[src/rtl/digs_to_seg_scan_if.sv]
// digs_to_seg_scan_if: digit word, enable and dot requests in; multiplexed anode/segment drive out.
interface digs_to_seg_scan_if;
  logic        en;
  logic [31:0] digs;
  logic [7:0]  dots;
  logic [7:0]  an;
  logic [6:0]  seg;
  logic        dp;
  modport master (output en, digs, dots, input an, seg, dp);
  modport slave  (input en, digs, dots, output an, seg, dp);
endinterface

[src/rtl/digs_to_seg_scan.sv]
// digs_to_seg_scan: scans 8 hex nibbles onto a common-anode 7-segment display, one frame-stable snapshot per frame.
// Optional LEADING_ZERO_BLANK_EN blanks leading zero digits above digit 0.
module digs_to_seg_scan #(
  parameter int CLK_HZ   = 100_000_000,
  parameter int DIGIT_HZ = 1_000
) (
  input logic clk,
  input logic reset_n,
  digs_to_seg_scan_if.slave bus
);
  localparam int TICK_DIV = CLK_HZ / DIGIT_HZ;
  localparam int CW = (TICK_DIV > 2) ? $clog2(TICK_DIV) : 1;
  localparam logic [CW-1:0] LAST = CW'(TICK_DIV - 1);
  localparam logic [6:0] HEX [16] = '{7'h40, 7'h79, 7'h24, 7'h30, 7'h19, 7'h12, 7'h02, 7'h78,
                                      7'h00, 7'h10, 7'h08, 7'h03, 7'h46, 7'h21, 7'h06, 7'h0E};
  if (TICK_DIV < 2) begin : g_bad_div
    $error("digs_to_seg_scan: CLK_HZ/DIGIT_HZ must be at least 2");
  end
  logic [CW-1:0] cnt_q, cnt_d;
  logic [2:0]    idx_q, idx_d;
  logic [31:0]   snap_digs_q, snap_digs_d;
  logic [7:0]    snap_dots_q, snap_dots_d;
  logic          primed_q, primed_d;
  logic [7:0]    an_q, an_d;
  logic [6:0]    seg_q, seg_d;
  logic          dp_q, dp_d;
  logic          tick, load, blank_lz;
  logic [31:0]   src_digs;
  logic [7:0]    src_dots;
  logic [3:0]    nib;
`ifdef LEADING_ZERO_BLANK_EN
  logic [7:0]    lz;
`endif
  always_comb begin
    tick = bus.en && cnt_q == LAST;
    cnt_d = !bus.en ? cnt_q : (cnt_q == LAST) ? '0 : cnt_q + 1'b1;
    idx_d = tick ? idx_q + 3'd1 : idx_q;
    load = (bus.en && !primed_q) || (tick && idx_q == 3'd7);
    snap_digs_d = load ? bus.digs : snap_digs_q;
    snap_dots_d = load ? bus.dots : snap_dots_q;
    primed_d = primed_q || load;
    // the priming cycle displays the word being captured so digit 0 gets its full dwell
    src_digs = primed_q ? snap_digs_q : bus.digs;
    src_dots = primed_q ? snap_dots_q : bus.dots;
    nib = src_digs[{idx_q, 2'b00} +: 4];
`ifdef LEADING_ZERO_BLANK_EN
    lz = '0;
    lz[7] = src_digs[31:28] == 4'd0;
    for (int k = 6; k >= 0; k--) lz[k] = lz[k+1] && src_digs[4*k +: 4] == 4'd0;
    blank_lz = idx_q != 3'd0 && lz[idx_q];
`else
    blank_lz = 1'b0;
`endif
    an_d = bus.en ? ~(8'd1 << idx_q) : 8'hFF;
    seg_d = (!bus.en || blank_lz) ? 7'h7F : HEX[nib];
    dp_d = bus.en ? ~src_dots[idx_q] : 1'b1;
  end
  always_ff @(posedge clk or negedge reset_n) begin
    if (!reset_n) begin
      cnt_q <= '0;
      idx_q <= '0;
      snap_digs_q <= '0;
      snap_dots_q <= '0;
      primed_q <= 1'b0;
      an_q <= 8'hFF;
      seg_q <= 7'h7F;
      dp_q <= 1'b1;
    end else begin
      cnt_q <= cnt_d;
      idx_q <= idx_d;
      snap_digs_q <= snap_digs_d;
      snap_dots_q <= snap_dots_d;
      primed_q <= primed_d;
      an_q <= an_d;
      seg_q <= seg_d;
      dp_q <= dp_d;
    end
  end
  assign bus.an = an_q;
  assign bus.seg = seg_q;
  assign bus.dp = dp_q;
endmodule

[src/flat_wrapper.sv]
// flat-port wrapper written by rule: the top's interface ports become plain ports
module digs_to_seg_scan_flat 
#(
  parameter int CLK_HZ   = 100_000_000,
  parameter int DIGIT_HZ = 1_000
)
  (clk, reset_n, bus_en, bus_digs, bus_dots, bus_an, bus_seg, bus_dp);
  digs_to_seg_scan_if bus_i ();
  input logic clk;
  input logic reset_n;
  input wire logic [$bits(bus_i.en)-1:0] bus_en;
  input wire logic [$bits(bus_i.digs)-1:0] bus_digs;
  input wire logic [$bits(bus_i.dots)-1:0] bus_dots;
  output wire logic [$bits(bus_i.an)-1:0] bus_an;
  output wire logic [$bits(bus_i.seg)-1:0] bus_seg;
  output wire logic [$bits(bus_i.dp)-1:0] bus_dp;
  assign bus_i.en = bus_en;
  assign bus_i.digs = bus_digs;
  assign bus_i.dots = bus_dots;
  assign bus_an = bus_i.an;
  assign bus_seg = bus_i.seg;
  assign bus_dp = bus_i.dp;
  digs_to_seg_scan #(.CLK_HZ(CLK_HZ), .DIGIT_HZ(DIGIT_HZ)) u_core (.clk(clk), .reset_n(reset_n), .bus(bus_i));
endmodule
[config.mk]
export PLATFORM = sky130hd
export DESIGN_NAME = digs_to_seg_scan_flat
export DESIGN_NICKNAME = d
export VERILOG_FILES = /design/src/rtl/digs_to_seg_scan_if.sv /design/src/rtl/digs_to_seg_scan.sv /design/src/flat_wrapper.sv
export SDC_FILE = /design/constraint.sdc
export NUM_CORES = 1
export LEC_CHECK = 0
export ABC_AREA = 1
export ABC_CLOCK_PERIOD_IN_PS = 4000
export CAP_MARGIN = 20
export CORE_MARGIN = 5
export CORE_UTILIZATION = 35
export DETAILED_ROUTE_END_ITERATION = 12
export SLEW_MARGIN = 20
export SYNTH_ARGS = -nofsm -noshare
export SYNTH_HDL_FRONTEND = slang
export SYNTH_SLANG_ARGS = --single-unit
[constraint.sdc]
create_clock -name clk -period 4 [get_ports clk]
set_input_delay 0.4 -clock clk [delete_from_list [all_inputs] [get_ports clk]]
set_output_delay 0.4 -clock clk [all_outputs]
set_load 0.01 [all_outputs]
==> metrics.cfg <==
[routing]
drtIter0Drc = 281
drt_pre_antenna_iters = 4
wirelength_mm = 10.60
ant_nets = 0
routedWlPerCell_um = 13.84
avgViaCountPerCell = 4.892
vias = 3747
drc = 0

[timing]
finalHoldViolCount = 0
fmax_ghz = 0.3342
tns_ns = 0
setup_viol = 0
finalCritPeriodShare = 0.7480
max_slew_margin = 0.3338
setup_ws_ns = 1.008
report.final.slew_viol_count = 0
hold_slack_ns = 0.08988
tightestPinTransition_ns = 0.9993
rsz0062_at_grt = false
layout_min_cycle_time_ns = 2.992
finClkSkew_ns = 0.005979

[worst_setup_path]
r2r_slack_ns = 1.01
critPathLaunchType = register
worstReg2RegEnd = u_core.bus.seg[0]$_DFF_PN1_
cp.arrival_ns = 3.22
critPathMaxFanout = 61
cp.required_ns = 4.23
rr_startpoint = u_core.primed_q$_DFF_PN0_
crit_type = reg2reg
ff2ff_path_depth = 12
critPathCaptureType = register

[clocking]
clk_pin_slew_ns = 0.05
cts_buffers = 9
ctsHoldBuffers = 0
ctsRootBufferMaster = clkbuf_16
cts_max_level = 3
clockBufferDepth = 2
post_cts_resized = 0
clock-sinks = 77
clock_latency_ns = 0.34
cts_tree = done
cts_setup_buffers = 0

[placed_design]
place.gp.congestion = 0.8326
port_buffers = 58
hpwl_mm = 7.193
pre_cts_slack_ns = 1.038

[cells_and_area]
drive_gt1_frac = 0.06624
layout-area-overhead-vs-synth_pct = 20.75
final_cell_mix = 155 x nand2_1, 90 x inv_1, 74 x nand3_1, 60 x dfrtp_1, 57 x clkdlybuf4s50_1
final_net_count = 670
final_common_cell = nand2_1
n_antenna_cell = 0

[pwr]
vdd_ir_drop_max_v = 0.0001682
p_sw_w = 0.0004921
seqPwrFrac = 0.459
power_leakage_nw = 2.473
p_int_w = 0.001463
pwr-share-clk = 0.413
p_sw_frac = 0.2517
pwr-share-comb = 0.128
p_per_area_mw_per_mm2 = 378.3

[floorplan]
start_util = 0.3564
die-area_sq_mm = 0.01454
dieHeight_um = 120.6
die_x_um = 120.6
core_region_area_sq_mm = 0.01201
num_rows = 40
io_pins = 59

[logic_synthesis]
synthArstFlopShare = 1.000
syn_inst = 572
avgSynthCellArea_sq_um = 7.483
synth_ff_type = dfrtp_1
ys_types = 31
yosys.area.top_type = dfrtp_1
synth_area_leaders = dfrtp_1 36%, nand2_1 14%, dfstp_2 9.8%, nand3_1 8.7%, inv_1 7.9%
yosys_register_bits = 77
yosysWarningCount = 0
yosysSeqAreaShare = 0.4548
syn_area_sq_mm = 0.004280
syn_nets = 628
synth_top_area_frac = 0.3566
synth-edff-count = 0

[grt]
antenna_found_initial = 0
grt_pass1_wl_mm = 18.00
grt_pass1_vias = 3736
grt-ovfl-total = 0
grt_util_all_layers = 0.1553
grt_max_degree = 81

[job]
drv_cap = 0

[hold_path]
hold_class = in2async

[run_status]
status = finished clean

## metrics by stage
stage	total power [W]	instances	area [sq um]	util
after global routing	0.002058	766	5169	0.4303
after CTS	0.001980	766	5165	0.4300
after global placement	0.001155	750	4876	0.4059
final	0.001955	766	5169	0.4303
after detailed placement	0.001161	750	4876	0.4059
after floorplan	0.001040	572	4280	-
## power by group through the flow
| stage | sequential (W) | combinational (W) | clock [W] |
|---|---|---|---|
| after floorplan | 0.000902 | 0.000138 | 0 |
| after global placement | 0.000909 | 0.000246 | 0 |
| after detailed placement | 0.000910 | 0.000251 | 0 |
| after CTS | 0.000898 | 0.000253 | 0.000829 |
| after global routing | 0.000906 | 0.000288 | 0.000864 |
| final | 0.000898 | 0.000250 | 0.000808 |
## synthesized netlist by cell type (2+ instances only)
master,n
nand2_1,155
inv_1,90
nand3_1,74
dfrtp_1,61
o21ai_0,51
nor2_1,33
dfstp_2,16
ha_1,13
a21oi_1,11
buf_2,7
buf_4,7
o211ai_1,7
clkbuf_1,6
nor3_1,5
or2_2,5
buf_6,4
clkbuf_2,4
nand4_1,4
o21ai_1,4
xor2_1,3
inv_2,2
## critical path: stages (launching register included)
cell	delay [ns]
dfrtp_2	1.01
inv_2	0.40
nand2_1	0.17
nand3_1	0.09
nand3_1	0.11
nand3_1	0.09
nand2_1	0.19
inv_1	0.13
ha_1	0.27
inv_1	0.10
nand3_1	0.12
nand3_1	0.11
nand3_1	0.09
## how the worst max path moves through the flow
stage	from	to	slack (ns)
detailed placement	u_core.primed_q$_DFF_PN0_	u_core.bus.seg[0]$_DFF_PN1_	1.04
global placement	u_core.primed_q$_DFF_PN0_	u_core.bus.seg[3]$_DFF_PN1_	1.05
global route	u_core.primed_q$_DFF_PN0_	u_core.bus.seg[3]$_DFF_PN1_	0.70
CTS	u_core.primed_q$_DFF_PN0_	u_core.bus.seg[0]$_DFF_PN1_	1.01
finish	u_core.primed_q$_DFF_PN0_	u_core.bus.seg[0]$_DFF_PN1_	1.01
floorplan	u_core.idx_q[0]$_DFFE_PN0P_	u_core.bus.seg[3]$_DFF_PN1_	2.01
## cell families (layout without fill, tap and decap cells)
group | after synthesis | after routing | synth area share
adder cells (fa/ha/maj) | 13 | 13 | 0.03800
AO/OA/AOI/OAI | 78 | 78 | 0.1014
flip-flops | 77 | 77 | 0.4548
buffers and inverters | 121 | 168 | 0.1225
XOR/XNOR | 3 | 3 | 0.006140
AND/OR/NAND/NOR | 280 | 280 | 0.2771
## sequential cells by signal, summed over array words and instances (netlist names)
register	count
u_core.bus.an	8
u_core.idx_q	3
u_core.snap_digs_q	32
u_core.snap_dots_q	8
u_core.bus.dp	1
u_core.cnt_q	17
u_core.primed_q	1
u_core.bus.seg	7
## final cells by class
cell class                      count  area, sq um
Clock buffer                       14        254.0
Multi-Input combinational cell    374         1809
Clock inverter                      2        35.03
Inverter                           93        349.1
Timing Repair Buffer               59        589.3
Fill cell                        1252         6843
Sequential cell                    77         1948
Tap cell                          147        183.9
## per-layer routing
layer,GRT usage,part of all wire
met1,0.1977,0.46
met2,0.2532,0.48
met3,0.05005,0.052
met4,0.04462,0.014
met5,0,0
Note: power is estimated with default switching activity, not from simulation.
